$ cat config.mk
export PLATFORM = sky130hd
export DESIGN_NAME = mmu_sequencer_flat
export DESIGN_NICKNAME = d
export VERILOG_FILES = /design/src/rtl/mmu_sequencer_if.sv /design/src/rtl/mmu_sequencer.sv /design/src/flat_wrapper.sv
export SDC_FILE = /design/constraint.sdc
export NUM_CORES = 1
export LEC_CHECK = 0
export BUFFER_PORTS_ARGS = -buffer_cell sky130_fd_sc_hd__buf_2
export CAP_MARGIN = 5
export CORE_UTILIZATION = 57
export CTS_CLUSTER_SIZE = 16
export DETAILED_ROUTE_END_ITERATION = 10
export PLACE_DENSITY = 0.76
export SLEW_MARGIN = 20
export SYNTH_ARGS = -nofsm -noshare
export SYNTH_HDL_FRONTEND = slang
export SYNTH_SLANG_ARGS = --single-unit
$ cat constraint.sdc
create_clock -name clk -period 5.4 [get_ports clk]
set_clock_uncertainty 0.2 [all_clocks]
set_input_delay 1.08 -clock clk [delete_from_list [all_inputs] [get_ports clk]]
set_output_delay 1.08 -clock clk [all_outputs]
set_load 0.01 [all_outputs]
$ cat src/rtl/mmu_sequencer_if.sv
// Handshake and buffer-control bundle for the systolic matrix-multiply sequencer.
// Ports (via modports):
//   start, num_vectors          request and batch length, from the controller side
//   busy, done                  sequencer status
//   wmem_rd_en, wmem_addr       weight buffer read port (1-cycle read latency)
//   wwrite                      per-PE weight-write enables for row 0
//   data_rd_en, data_addr       input-data buffer read port (1-cycle read latency)
//   active                      row-0 active input to the array
//   out_valid, out_addr         bottom-row result capture strobe and index
interface mmu_sequencer_if #(
   parameter int ARR_SIZE = 2,
   parameter int VEC_W    = 8,
   parameter int WADDR_W  = 4
);
   logic                start;
   logic [VEC_W-1:0]    num_vectors;
   logic                busy;
   logic                done;
   logic                wmem_rd_en;
   logic [WADDR_W-1:0]  wmem_addr;
   logic [ARR_SIZE-1:0] wwrite;
   logic                data_rd_en;
   logic [VEC_W-1:0]    data_addr;
   logic                active;
   logic                out_valid;
   logic [VEC_W-1:0]    out_addr;

   modport master (
      output start, num_vectors,
      input  busy, done, wmem_rd_en, wmem_addr, wwrite,
             data_rd_en, data_addr, active, out_valid, out_addr
   );

   modport slave (
      input  start, num_vectors,
      output busy, done, wmem_rd_en, wmem_addr, wwrite,
             data_rd_en, data_addr, active, out_valid, out_addr
   );
endinterface

$ cat src/rtl/mmu_sequencer.sv
// Sequencer for the systolic matrix-multiply array: loads one weight tile
// (last row first), streams a batch of input vectors, raises result-capture
// strobes once data has crossed the array, then pulses done.
// Ports:
//   clk    rising-edge clock
//   reset  asynchronous active-high reset
//   bus    mmu_sequencer_if slave (start/num_vectors in, all control out)
//
// state  | meaning
// IDLE   | waiting for start
// LOAD_W | reading weight rows ARR_SIZE-1 down to 0
// STREAM | reading input vectors 0..N-1
// DRAIN  | waiting 2*ARR_SIZE+1 cycles for the last results to emerge
// DONE   | one-cycle completion, then back to IDLE
module mmu_sequencer #(
   parameter int ARR_SIZE = 2,
   parameter int VEC_W    = 8,
   parameter int WADDR_W  = 4
) (
   input  logic           clk,
   input  logic           reset,
   mmu_sequencer_if.slave bus
);
   localparam int L    = 2*ARR_SIZE + 1;
   localparam int DR_W = $clog2(L);

   typedef enum logic [2:0] {IDLE, LOAD_W, STREAM, DRAIN, DONE} state_t;

   state_t             state, state_nxt;
   logic [WADDR_W-1:0] w_cnt, w_cnt_nxt;
   logic [VEC_W-1:0]   d_cnt, d_cnt_nxt;
   logic [VEC_W-1:0]   n_lat, n_lat_nxt;
   logic [DR_W-1:0]    dr_cnt, dr_cnt_nxt;

   logic               busy_q, done_q, wrd_q, drd_q, wr_d;
   logic [WADDR_W-1:0] waddr_q;
   logic [VEC_W-1:0]   daddr_q, oaddr_q;
   logic [L-1:0]       pipe;

   always_ff @(posedge clk or posedge reset) begin
      if (reset) begin
         state  <= IDLE;
         w_cnt  <= '0;
         d_cnt  <= '0;
         n_lat  <= '0;
         dr_cnt <= '0;
      end else begin
         state  <= state_nxt;
         w_cnt  <= w_cnt_nxt;
         d_cnt  <= d_cnt_nxt;
         n_lat  <= n_lat_nxt;
         dr_cnt <= dr_cnt_nxt;
      end
   end

   always_comb begin
      state_nxt  = state;
      w_cnt_nxt  = w_cnt;
      d_cnt_nxt  = d_cnt;
      n_lat_nxt  = n_lat;
      dr_cnt_nxt = dr_cnt;
      case (state)
         IDLE: begin
            if (bus.start) begin
               if (bus.num_vectors != '0) begin
                  n_lat_nxt = bus.num_vectors;
                  w_cnt_nxt = WADDR_W'(ARR_SIZE - 1);
                  state_nxt = LOAD_W;
               end else begin
                  state_nxt = DONE;
               end
            end
         end
         LOAD_W: begin
            if (w_cnt == '0) begin
               d_cnt_nxt = '0;
               state_nxt = STREAM;
            end else begin
               w_cnt_nxt = w_cnt - WADDR_W'(1);
            end
         end
         STREAM: begin
            // compare against N-1 so N = 2^VEC_W-1 finishes without wrapping d_cnt
            if (d_cnt == n_lat - VEC_W'(1)) begin
               dr_cnt_nxt = DR_W'(L - 1);
               state_nxt  = DRAIN;
            end else begin
               d_cnt_nxt = d_cnt + VEC_W'(1);
            end
         end
         DRAIN: begin
            if (dr_cnt == '0) state_nxt = DONE;
            else              dr_cnt_nxt = dr_cnt - DR_W'(1);
         end
         DONE:    state_nxt = IDLE;
         default: state_nxt = IDLE;
      endcase
   end

   // Output stage: every output is a flop decoded from the current state, so
   // strobes trail the state by one cycle. wwrite and active are a further
   // cycle late to line up with the buffers' read data.
   always_ff @(posedge clk or posedge reset) begin
      if (reset) begin
         busy_q  <= 1'b0;
         done_q  <= 1'b0;
         wrd_q   <= 1'b0;
         waddr_q <= '0;
         drd_q   <= 1'b0;
         daddr_q <= '0;
         wr_d    <= 1'b0;
         pipe    <= '0;
         oaddr_q <= '0;
      end else begin
         busy_q  <= (state != IDLE);
         done_q  <= (state == DONE);
         wrd_q   <= (state == LOAD_W);
         waddr_q <= (state == LOAD_W) ? w_cnt : '0;
         drd_q   <= (state == STREAM);
         daddr_q <= (state == STREAM) ? d_cnt : '0;
         wr_d    <= wrd_q;
         pipe    <= {pipe[L-2:0], drd_q};
         if (done_q)        oaddr_q <= '0;
         else if (pipe[L-1]) oaddr_q <= oaddr_q + VEC_W'(1);
      end
   end

   assign bus.busy       = busy_q;
   assign bus.done       = done_q;
   assign bus.wmem_rd_en = wrd_q;
   assign bus.wmem_addr  = waddr_q;
   assign bus.wwrite     = {ARR_SIZE{wr_d}};
   assign bus.data_rd_en = drd_q;
   assign bus.data_addr  = daddr_q;
   assign bus.active     = pipe[0];
   assign bus.out_valid  = pipe[L-1];
   assign bus.out_addr   = oaddr_q;
endmodule
$ cat src/flat_wrapper.sv
// flat-port wrapper written by rule: the top's interface ports become plain ports
module mmu_sequencer_flat 
#(
   parameter int ARR_SIZE = 2,
   parameter int VEC_W    = 8,
   parameter int WADDR_W  = 4
)
  (clk, reset, bus_start, bus_num_vectors, bus_busy, bus_done, bus_wmem_rd_en, bus_wmem_addr, bus_wwrite, bus_data_rd_en, bus_data_addr, bus_active, bus_out_valid, bus_out_addr);
  mmu_sequencer_if #(.ARR_SIZE(ARR_SIZE), .VEC_W(VEC_W), .WADDR_W(WADDR_W)) bus_i ();
  input  logic clk;
  input  logic reset;
  input wire logic [$bits(bus_i.start)-1:0] bus_start;
  input wire logic [$bits(bus_i.num_vectors)-1:0] bus_num_vectors;
  output wire logic [$bits(bus_i.busy)-1:0] bus_busy;
  output wire logic [$bits(bus_i.done)-1:0] bus_done;
  output wire logic [$bits(bus_i.wmem_rd_en)-1:0] bus_wmem_rd_en;
  output wire logic [$bits(bus_i.wmem_addr)-1:0] bus_wmem_addr;
  output wire logic [$bits(bus_i.wwrite)-1:0] bus_wwrite;
  output wire logic [$bits(bus_i.data_rd_en)-1:0] bus_data_rd_en;
  output wire logic [$bits(bus_i.data_addr)-1:0] bus_data_addr;
  output wire logic [$bits(bus_i.active)-1:0] bus_active;
  output wire logic [$bits(bus_i.out_valid)-1:0] bus_out_valid;
  output wire logic [$bits(bus_i.out_addr)-1:0] bus_out_addr;
  assign bus_i.start = bus_start;
  assign bus_i.num_vectors = bus_num_vectors;
  assign bus_busy = bus_i.busy;
  assign bus_done = bus_i.done;
  assign bus_wmem_rd_en = bus_i.wmem_rd_en;
  assign bus_wmem_addr = bus_i.wmem_addr;
  assign bus_wwrite = bus_i.wwrite;
  assign bus_data_rd_en = bus_i.data_rd_en;
  assign bus_data_addr = bus_i.data_addr;
  assign bus_active = bus_i.active;
  assign bus_out_valid = bus_i.out_valid;
  assign bus_out_addr = bus_i.out_addr;
  mmu_sequencer #(.ARR_SIZE(ARR_SIZE), .VEC_W(VEC_W), .WADDR_W(WADDR_W)) u_core (.clk(clk), .reset(reset), .bus(bus_i));
endmodule
Word-level counts from Yosys, hierarchy flattened

Cells that the tools add are included.

ROM bits: 0
Bits in writable memories: 0
Flip-flop bits (word level): 56
Bits of input ports: 11
Memories: 0
Output and inout bits: 28
Latch bits: 0

Magnitude comparators: 0
$mul: 0
Mux-type cells: 20
Add/sub/neg operators: 5
Bitwise gates (word level): 0
Shift-type cells: 0
Equal/unequal tests: 13
Reduce and logical (&&, ||, !) cells: 14
Divide/modulo/power cells: 0

Operators with widths:

| cell                                                                    | number |
|---|---|
| 8-bit two-way mux                                                       | 5 |
| 3-bit two-way mux                                                       | 7 |
| 8-bit by 1-bit adder with 8-bit output, second input constant           | 2 |
| 4-bit two-way mux                                                       | 4 |
| 8-bit case mux with 2 select lines                                      | 1 |
| 3-bit case mux with 4 select lines                                      | 1 |
| 3-bit AND reduction                                                     | 3 |
| 8-bit equality test                                                     | 1 |
| 2-bit by 1-bit inequality test with 1-bit output, second input constant | 4 |
| 2-bit inequality test, second input constant                            | 4 |
| 4-bit case mux with 2 select lines                                      | 1 |
| 4-bit AND reduction                                                     | 2 |
| 2-bit nonzero test                                                      | 4 |
| 8-bit nonzero test                                                      | 1 |
| 8-bit by 1-bit subtractor with 8-bit output, second input constant      | 1 |
| 3-bit by 2-bit equality test with 1-bit output, second input constant   | 2 |
| 3-bit logical NOT                                                       | 2 |
| 3-bit case mux with 2 select lines                                      | 1 |
| 4-bit logical NOT                                                       | 1 |
| 4-bit by 1-bit subtractor with 4-bit output, second input constant      | 1 |
| 3-bit by 1-bit equality test with 1-bit output, second input constant   | 1 |
| 3-bit equality test, second input constant                              | 1 |
| 3-bit nonzero test                                                      | 1 |
| 3-bit by 1-bit subtractor with 3-bit output, second input constant      | 1 |

Longest topological paths before layout

Gate-level depths: netlist of the first run.

Word-level depth: 4
Mapped depth: 11

Worst setup path after synthesis of the first run

Ideal clock, no wire load.

Path kind: input-to-reg
From: in bus_num_vectors[0]
To: reg u_core.state[0]
Setup time: 0.129 ns
Buffers on the path: 0
Cell stages on the path: 5
Setup slack: 3.063 ns
Arrival: 2.009 ns
Cells stage by stage: nor4_1 > nand2_1 > nand2_1 > nor2_1 > a2111o_1

Longest elaborated chain between the ends: 4

Ends and longest elaborated chain:

| item                               | line                | source |
|---|---|---|
| start: declaration                 | flat_wrapper.sv:13  | `input wire logic [$bits(bus_i.num_vectors)-1:0] bus_num_vectors;` |
| 8-bit nonzero test                 | mmu_sequencer.sv:65 | `if (bus.num_vectors != '0) begin` |
| 3-bit two-way mux                  | mmu_sequencer.sv:65 |  |
| 3-bit two-way mux                  | mmu_sequencer.sv:64 | `if (bus.start) begin` |
| 3-bit case mux with 4 select lines | mmu_sequencer.sv:62 | `case (state)` |
| end signal: assignment             | mmu_sequencer.sv:48 | `state <= state_nxt;` |
| end: declaration                   | mmu_sequencer.sv:29 | `state_t state, state_nxt;` |

Every way passes these cells. The select of a mux whose other input is x is not followed.
A chain may end at the register's enable or synchronous reset.

Worst setup path in the final report of the first run

From: reg u_core.n_lat[0]
To: reg u_core.d_cnt[3]

Longest elaborated chain between the ends: 4

Ends and longest elaborated chain:

| item                                        | line                | source |
|---|---|---|
| start: declaration                          | mmu_sequencer.sv:32 | `logic [VEC_W-1:0] n_lat, n_lat_nxt;` |
| start signal: assignment                    | mmu_sequencer.sv:51 | `n_lat <= n_lat_nxt;` |
| 8-bit by 1-bit subtractor with 8-bit output | mmu_sequencer.sv:84 | `if (d_cnt == n_lat - VEC_W'(1)) begin` |
| 8-bit equality test                         | mmu_sequencer.sv:84 |  |
| 2-bit inequality test (no line)             | --                  |  |
| 3-bit AND reduction (no line)               | --                  |  |
| end signal: assignment                      | mmu_sequencer.sv:50 | `d_cnt <= d_cnt_nxt;` |
| end: declaration                            | mmu_sequencer.sv:31 | `logic [VEC_W-1:0] d_cnt, d_cnt_nxt;` |

Every way passes these cells.

==> flow_metrics.py, run 1 <==
metrics = {
    "routing": {
        "via_per_inst": 5.67,
        "drt_first_pass_iters": 4,
        "drt_iter0_drc": 123,
        "antenna_left": 0,
        "wl_per_cell_um": 13.7,
        "routed_wl_um": 4550,
        "via_count": 1883,
        "drc": 0,
    },
    "cts": {
        "cts_setup_buffers": 0,
        "insertion_delay_ns": 0.31,
        "cts_sinks": 56,
        "htree_levels": 2,
        "cts.repair.resized": 0,
        "clk_pin_slew_worst_paths_ns": 0.09,
        "cts_max_path_buffers": 2,
        "hold_buffers": 0,
        "cts_root_buf": "clkbuf_8",
        "cts_inserted_buffers": 5,
        "cts_tree": "built",
    },
    "logic_synthesis": {
        "ys.flop_type": "dfrtp_1",
        "synth_edf_count": 0,
        "syn_area_per_cell_sq_um": 10.7,
        "synth_cells": 242,
        "synth_seq_area_share": 0.539,
        "syn_nets": 259,
        "yosys_register_bits": 56,
        "ys_warn_count": 0,
        "ys_async_sr_fraction": 1.00,
        "synth_cell_types": 50,
        "synth_area_sq_um": 2600,
    },
    "timing": {
        "hold_viol": 0,
        "period_needed_ns": 2.57,
        "fin_setup_tns_ns": 0,
        "finalMaxSlewViolations": 0,
        "rsz0062_at_grt": "false",
        "timing.slew.headroom": 0.360,
        "tightest_slew_ns": 0.956,
        "fmax_mhz": 389,
        "whs_ns": 0.157,
        "worst_slack_ns": 2.83,
        "fin_crit_sh": 0.476,
        "setup_viol": 0,
    },
    "die": {
        "coreArea_sq_um": 4380,
        "die-area_sq_um": 4840,
        "rows": 24,
        "ios": 39,
        "die_y_um": 69.5,
        "die_width_um": 69.5,
        "start_util": 0.593,
    },
    "pwr": {
        "clock_power_share": 0.149,
        "comb_power_share": 0.382,
        "vdd_ir_drop_max_v": 0.000281,
        "seqPwrFrac": 0.469,
        "switching_power_mw": 0.588,
        "p_leak_nw": 1.42,
        "power.density_nw_per_um2": 511,
        "internal_power_mw": 0.888,
        "switching_share": 0.398,
    },
    "worst_setup_path": {
        "r2r_setup_slack_ns": 2.83,
        "rr_startpoint": "u_core.n_lat[0]",
        "cp.arrival_ns": 2.60,
        "worst-r2r-cell-count": 9,
        "worst_ep_required_time_ns": 5.43,
        "crit_type": "flop to flop",
        "crit_fanout": 16,
        "worstSetupStartpointType": "flop",
        "critPathCaptureType": "flop",
        "r2r-end": "u_core.d_cnt[3]",
    },
    "placed_design": {
        "place_inst": 324,
        "dp_hpwl_um": 3360,
        "dpl-instance-area_sq_um": 2800,
        "numPortBuffers": 38,
        "gp_congestion": 0.799,
        "post-place-ws_ns": 2.58,
    },
    "grt": {
        "grtUsageTotal": 0.214,
        "grt_pass1_wl_um": 8230,
        "grt_overflow": 0,
        "grt_max_degree": 57,
        "grt_pass1_vias": 1746,
        "antenna_found_initial": 0,
    },
    "finish": {
        "final_cell_area_sq_um": 2890,
        "area_growth_pct": 11.0,
        "stdcell_count": 332,
        "nets": 296,
        "final_layout_size_suffix_gt1_frac": 0.268,
        "num_antenna_cells": 0,
    },
    "hold_path": {
        "hp-class": "flop to flop",
        "worstHoldStart": "u_core.pipe[1]",
        "hold_path_depth": 0,
        "hold_path_end": "u_core.pipe[2]",
    },
    "status": {
        "run_status": "finished clean",
    },
    "flow_run": {
        "cap_violations": 0,
    },
}
cell usage in the layout, fill, tap and decap left out, types with 4 or more instances in the layout:
| master | count |
|---|---|
| a21oi_1 | 14 |
| and3_2 | 10 |
| buf_2 | 38 |
| clkbuf_8 | 5 |
| dfrtp_1 | 56 |
| ha_1 | 6 |
| inv_1 | 9 |
| mux2_2 | 6 |
| nand2_1 | 21 |
| nand4_1 | 4 |
| nor2_1 | 19 |
| nor3_1 | 6 |
| o21ai_0 | 7 |
| o21ai_1 | 5 |
| or3_1 | 9 |
| xnor2_1 | 8 |
| xor2_1 | 9 |
synthesized netlist by cell type (2+ instances only):
| cell | n | area (sq um) |
|---|---|---|
| dfrtp_1 | 56 | 1400 |
| nand2_1 | 21 | 78.8 |
| nor2_1 | 19 | 71.3 |
| a21oi_1 | 14 | 70.1 |
| and3_2 | 10 | 75.1 |
| inv_1 | 10 | 37.5 |
| or3_1 | 9 | 56.3 |
| xor2_1 | 9 | 78.8 |
| xnor2_1 | 8 | 70.1 |
| o21ai_0 | 7 | 35.0 |
| ha_1 | 6 | 75.1 |
| mux2_2 | 6 | 67.6 |
| nor3_1 | 6 | 30.0 |
| o21ai_1 | 5 | 25.0 |
| nand4_1 | 4 | 25.0 |
| buf_4 | 3 | 22.5 |
| nand2b_1 | 3 | 18.8 |
| nor2_2 | 3 | 18.8 |
| nor4_1 | 3 | 18.8 |
| or4_1 | 3 | 22.5 |
| a211oi_1 | 2 | 15.0 |
| and3_1 | 2 | 12.5 |
| buf_6 | 2 | 22.5 |
| clkbuf_1 | 2 | 7.51 |
| nand3_1 | 2 | 10.0 |
| o2111ai_1 | 2 | 17.5 |
| o31ai_1 | 2 | 15.0 |
per-stage QoR:
| stage | power (mW) | util |
|---|---|---|
| 2_1_floorplan | 1.12 | - |
| 3_3_place_gp | 1.25 | 0.639 |
| 3_5_place_dp | 1.27 | 0.639 |
| 4_1_cts | 1.49 | 0.658 |
| 5_1_grt | 1.60 | 0.658 |
| 6_report | 1.48 | 0.658 |
sequential cells by signal, summed over array words and instances, names as in the netlist, 3 cells and up:
signal                cells
u_core.state              3
u_core.pipe               5
u_core.w_cnt              4
u_core.n_lat              8
u_core.dr_cnt             3
u_core.bus.wmem_addr      4
u_core.bus.data_addr      8
u_core.bus.out_addr       8
u_core.d_cnt              8
worst max-delay path, stage by stage (launching register included):
cell and delay, ns:
dfrtp_1 0.47, inv_1 0.09, ha_1 0.31, xnor2_1 0.16, and4b_1 0.18, a41oi_1 0.16
nand2_1 0.10, and3_4 0.21, or4_1 0.47, a21oi_1 0.16
power by group through the flow:
stage	Clock [mW]	Sequential, mW	Combinational (mW)
after global routing	0.240	0.714	0.650
after floorplan	0	0.677	0.442
after CTS	0.227	0.693	0.570
after detailed placement	0	0.702	0.567
after global placement	0	0.695	0.551
final	0.220	0.692	0.563
routing by layer:
metal,part of all wire,track usage
met1,0.46,0.304
met2,0.47,0.327
met3,0.049,0.0494
met4,0.014,0.0703
met5,0,0
how the worst max path moves through the flow:
| stage | from | end | slack (ns) | cells past startpoint |
|---|---|---|---|---|
| floorplan | reset | u_core.bus.busy | 2.75 | 1 |
| global placement | bus_num_vectors[0] | u_core.n_lat[2] | 2.60 | 6 |
| detailed placement | bus_num_vectors[1] | u_core.n_lat[2] | 2.58 | 6 |
| CTS | u_core.state[1] | u_core.n_lat[2] | 2.82 | 3 |
| global route | u_core.state[1] | u_core.w_cnt[1] | 2.62 | 4 |
| finish | u_core.n_lat[0] | u_core.d_cnt[3] | 2.83 | 9 |
final cells by class:
| type | instances | area (sq um) |
|---|---|---|
| flip-flops and latches | 56 | 1400 |
| clock inverters | 1 | 8.76 |
| clock buffers | 7 | 76.3 |
| repair buffers | 39 | 198 |
| fillers | 381 | 1500 |
| inverters | 12 | 48.8 |
| multi-input cells | 165 | 1090 |
| well taps | 52 | 65.1 |
logic make-up (layout without fill, tap and decap cells):
| logic type | Yosys count | after routing | synth area share |
|---|---|---|---|
| mux | 7 | 7 | 0.0298 |
| compound gates | 40 | 40 | 0.0943 |
| xor+xnor | 17 | 17 | 0.0573 |
| fa+ha+maj | 6 | 6 | 0.0289 |
| simple gates | 95 | 95 | 0.208 |
| buf+inv | 21 | 59 | 0.0428 |
| flops | 56 | 56 | 0.539 |
Note: power is estimated with default switching activity, not from simulation.
==> run 2: changes to the inputs <==
- CORE_UTILIZATION: 57 -> 51
- PLACE_DENSITY: 0.76 -> 0.71
- clock period: 5.4 -> 2.2 ns (I/O delays scaled with it)
==> run 2 against run 1 <==
Net effect: register-to-register slack lost 2.8 ns; first-iteration DRC count grew 28%; routed wire length grew 13%; fmax grew 18%; sequential cell count is the same; worst hold slack lost 0.012 ns; count of clock-buffer cells in the layout shrank 1; setup slack lost 2.8 ns; via count grew 4.7%; sequential power grew 130%; total power grew to 2.9 times the previous value; critical path depth is the same.
==> flow_metrics.py, run 2 (synthesis results as in run 1) <==
metrics = {
    "status": {
        "run_status": "finished clean",
    },
    "die": {
        "rows": 25,
        "ios": 39,
        "die_y_um": 73.4,
        "die_width_um": 73.4,
        "die-area_sq_um": 5390,
        "coreArea_sq_um": 4820,
        "start_util": 0.540,
    },
    "routing": {
        "antenna_left": 0,
        "via_count": 1972,
        "via_per_inst": 5.27,
        "drt_first_pass_iters": 4,
        "drc": 0,
        "drt_iter0_drc": 158,
        "routed_wl_um": 5160,
        "wl_per_cell_um": 13.8,
    },
    "finish": {
        "nets": 323,
        "area_growth_pct": 25.9,
        "final_cell_mix": "dfrtp_1, buf_2, buf_4",
        "mostFrequentLayoutCell": "dfrtp_1",
        "stdcell_count": 374,
        "final_layout_size_suffix_gt1_frac": 0.410,
        "final_util": 0.680,
        "num_antenna_cells": 0,
        "fill_cells": 382,
    },
    "placed_design": {
        "dp_hpwl_um": 3560,
        "place_inst": 359,
        "gp_congestion": 0.865,
        "post-place-ws_ns": -0.0133,
        "numPortBuffers": 38,
    },
    "grt": {
        "grt_overflow": 0,
        "grt_max_degree": 39,
        "antenna_found_initial": 0,
        "grtUsageTotal": 0.203,
        "grt_pass1_wl_um": 8250,
        "grt_pass1_vias": 1819,
    },
    "cts": {
        "cts_sinks": 56,
        "cts_tree": "built",
        "insertion_delay_ns": 0.31,
        "cts_inserted_buffers": 5,
        "cts_max_path_buffers": 2,
        "clk_pin_slew_worst_paths_ns": 0.10,
        "cts_root_buf": "clkbuf_8",
        "htree_levels": 2,
    },
    "pwr": {
        "power.density_nw_per_um2": 1290,
        "vdd_ir_drop_max_v": 0.000880,
        "p_leak_nw": 1.59,
        "total_power_mw": 4.22,
    },
    "worst_setup_path": {
        "r2r_setup_slack_ns": 0.02,
        "crit_chain": "inv_2, ha_4, xnor2_1, and4b_1, a41oi_2, nand2_2, and3_4, or4_1, a21oi_2",
        "path_depth": 9,
        "cpPeakStageDelay_ns": 0.41,
        "crit_end": "u_core.d_cnt[3]",
        "worstSetupStartpoint": "u_core.n_lat[1]",
        "r2r-end": "u_core.d_cnt[3]",
        "critPathCaptureType": "flop",
        "cp.arrival_ns": 2.22,
        "worst-r2r-cell-count": 9,
        "cp_slowest_cell": "or4_1",
        "crit_type": "flop to flop",
        "worstSetupStartpointType": "flop",
        "crit_buf_inv": 1,
        "crit_fanout": 8,
        "crit_family": "simple AND/OR/NAND/NOR gates",
        "worst_ep_required_time_ns": 2.24,
        "rr_startpoint": "u_core.n_lat[1]",
    },
    "timing": {
        "fin_crit_sh": 0.993,
        "worst_slack_ns": 0.0158,
        "finalMaxSlewViolations": 0,
        "period_needed_ns": 2.18,
        "fin_setup_tns_ns": 0,
        "rsz0062_at_grt": "true",
        "hold_viol": 0,
        "timing.slew.headroom": 0.666,
        "fmax_mhz": 458,
        "setup_viol": 0,
        "tightest_slew_ns": 0.497,
    },
    "flow_run": {
        "cap_violations": 0,
    },
    "hold_path": {
        "hp-class": "input port to flop",
    },
}
[run 2: layout make-up]
type,instances,area (sq um),area share
clock inverters,2,13.8,0.00420
well taps,67,83.8,0.0256
multi-input cells,166,1220,0.373
clock buffers,6,82.6,0.0252
repair buffers,65,420,0.128
inverters,12,48.8,0.0149
flip-flops and latches,56,1400,0.428
[run 2: report_power, final]
part	internal [mW]	total (mW)	switching (mW)
sequential	1.34	1.62	0.274
clock	0.258	0.590	0.332
combinational	0.951	2.01	1.06
[run 2: per-layer routing]
metal | track usage | up-vias | routed length, um
met5 | 0 | - | 0
met4 | 0.0577 | 0 | 45
met3 | 0.0453 | 10 | 195
met2 | 0.318 | 53 | 2390
met1 | 0.285 | 929 | 2530
li1 | - | 980 | -
[run 2: repair_timing]
item | 4_1_cts | 5_1_grt
cloned | 0 | 1
pin swaps | 0 | 6
endpoints found under the setup margin | 4 | 12
resized for setup | 5 | 21
buffers inserted | 1 | 4
hold buffers | 1 | 0
endpoints found under the hold margin | 18 | 0
[run 2: worst min path at each step]
stage | to | depth (start not counted) | start | slack [ns]
6_report | u_core.n_lat[3] | 3 | bus_num_vectors[3] | 0.15
3_3_place_gp | u_core.pipe[4] | 0 | u_core.pipe[3] | 0.13
3_5_place_dp | u_core.pipe[2] | 0 | u_core.pipe[1] | 0.14
5_1_grt | u_core.n_lat[0] | 3 | bus_num_vectors[0] | 0.15
2_1_floorplan | u_core.pipe[2] | 0 | u_core.pipe[1] | 0.13
4_1_cts | u_core.n_lat[3] | 3 | bus_num_vectors[3] | 0.14
[run 2: through the flow]
step	area, sq um	hold WS [ns]
floorplan	2630	0.131
global placement	3010	0.133
detailed placement	3010	0.136
CTS	3140	0.137
global route	3270	0.154
finish	3270	0.145
[run 2: worst min-delay path, delay by kind of cell]
family | cells | cell delay (ns)
compound gates | 1 | 0.06
buf+inv | 1 | 0.09
simple gates | 1 | 0.04
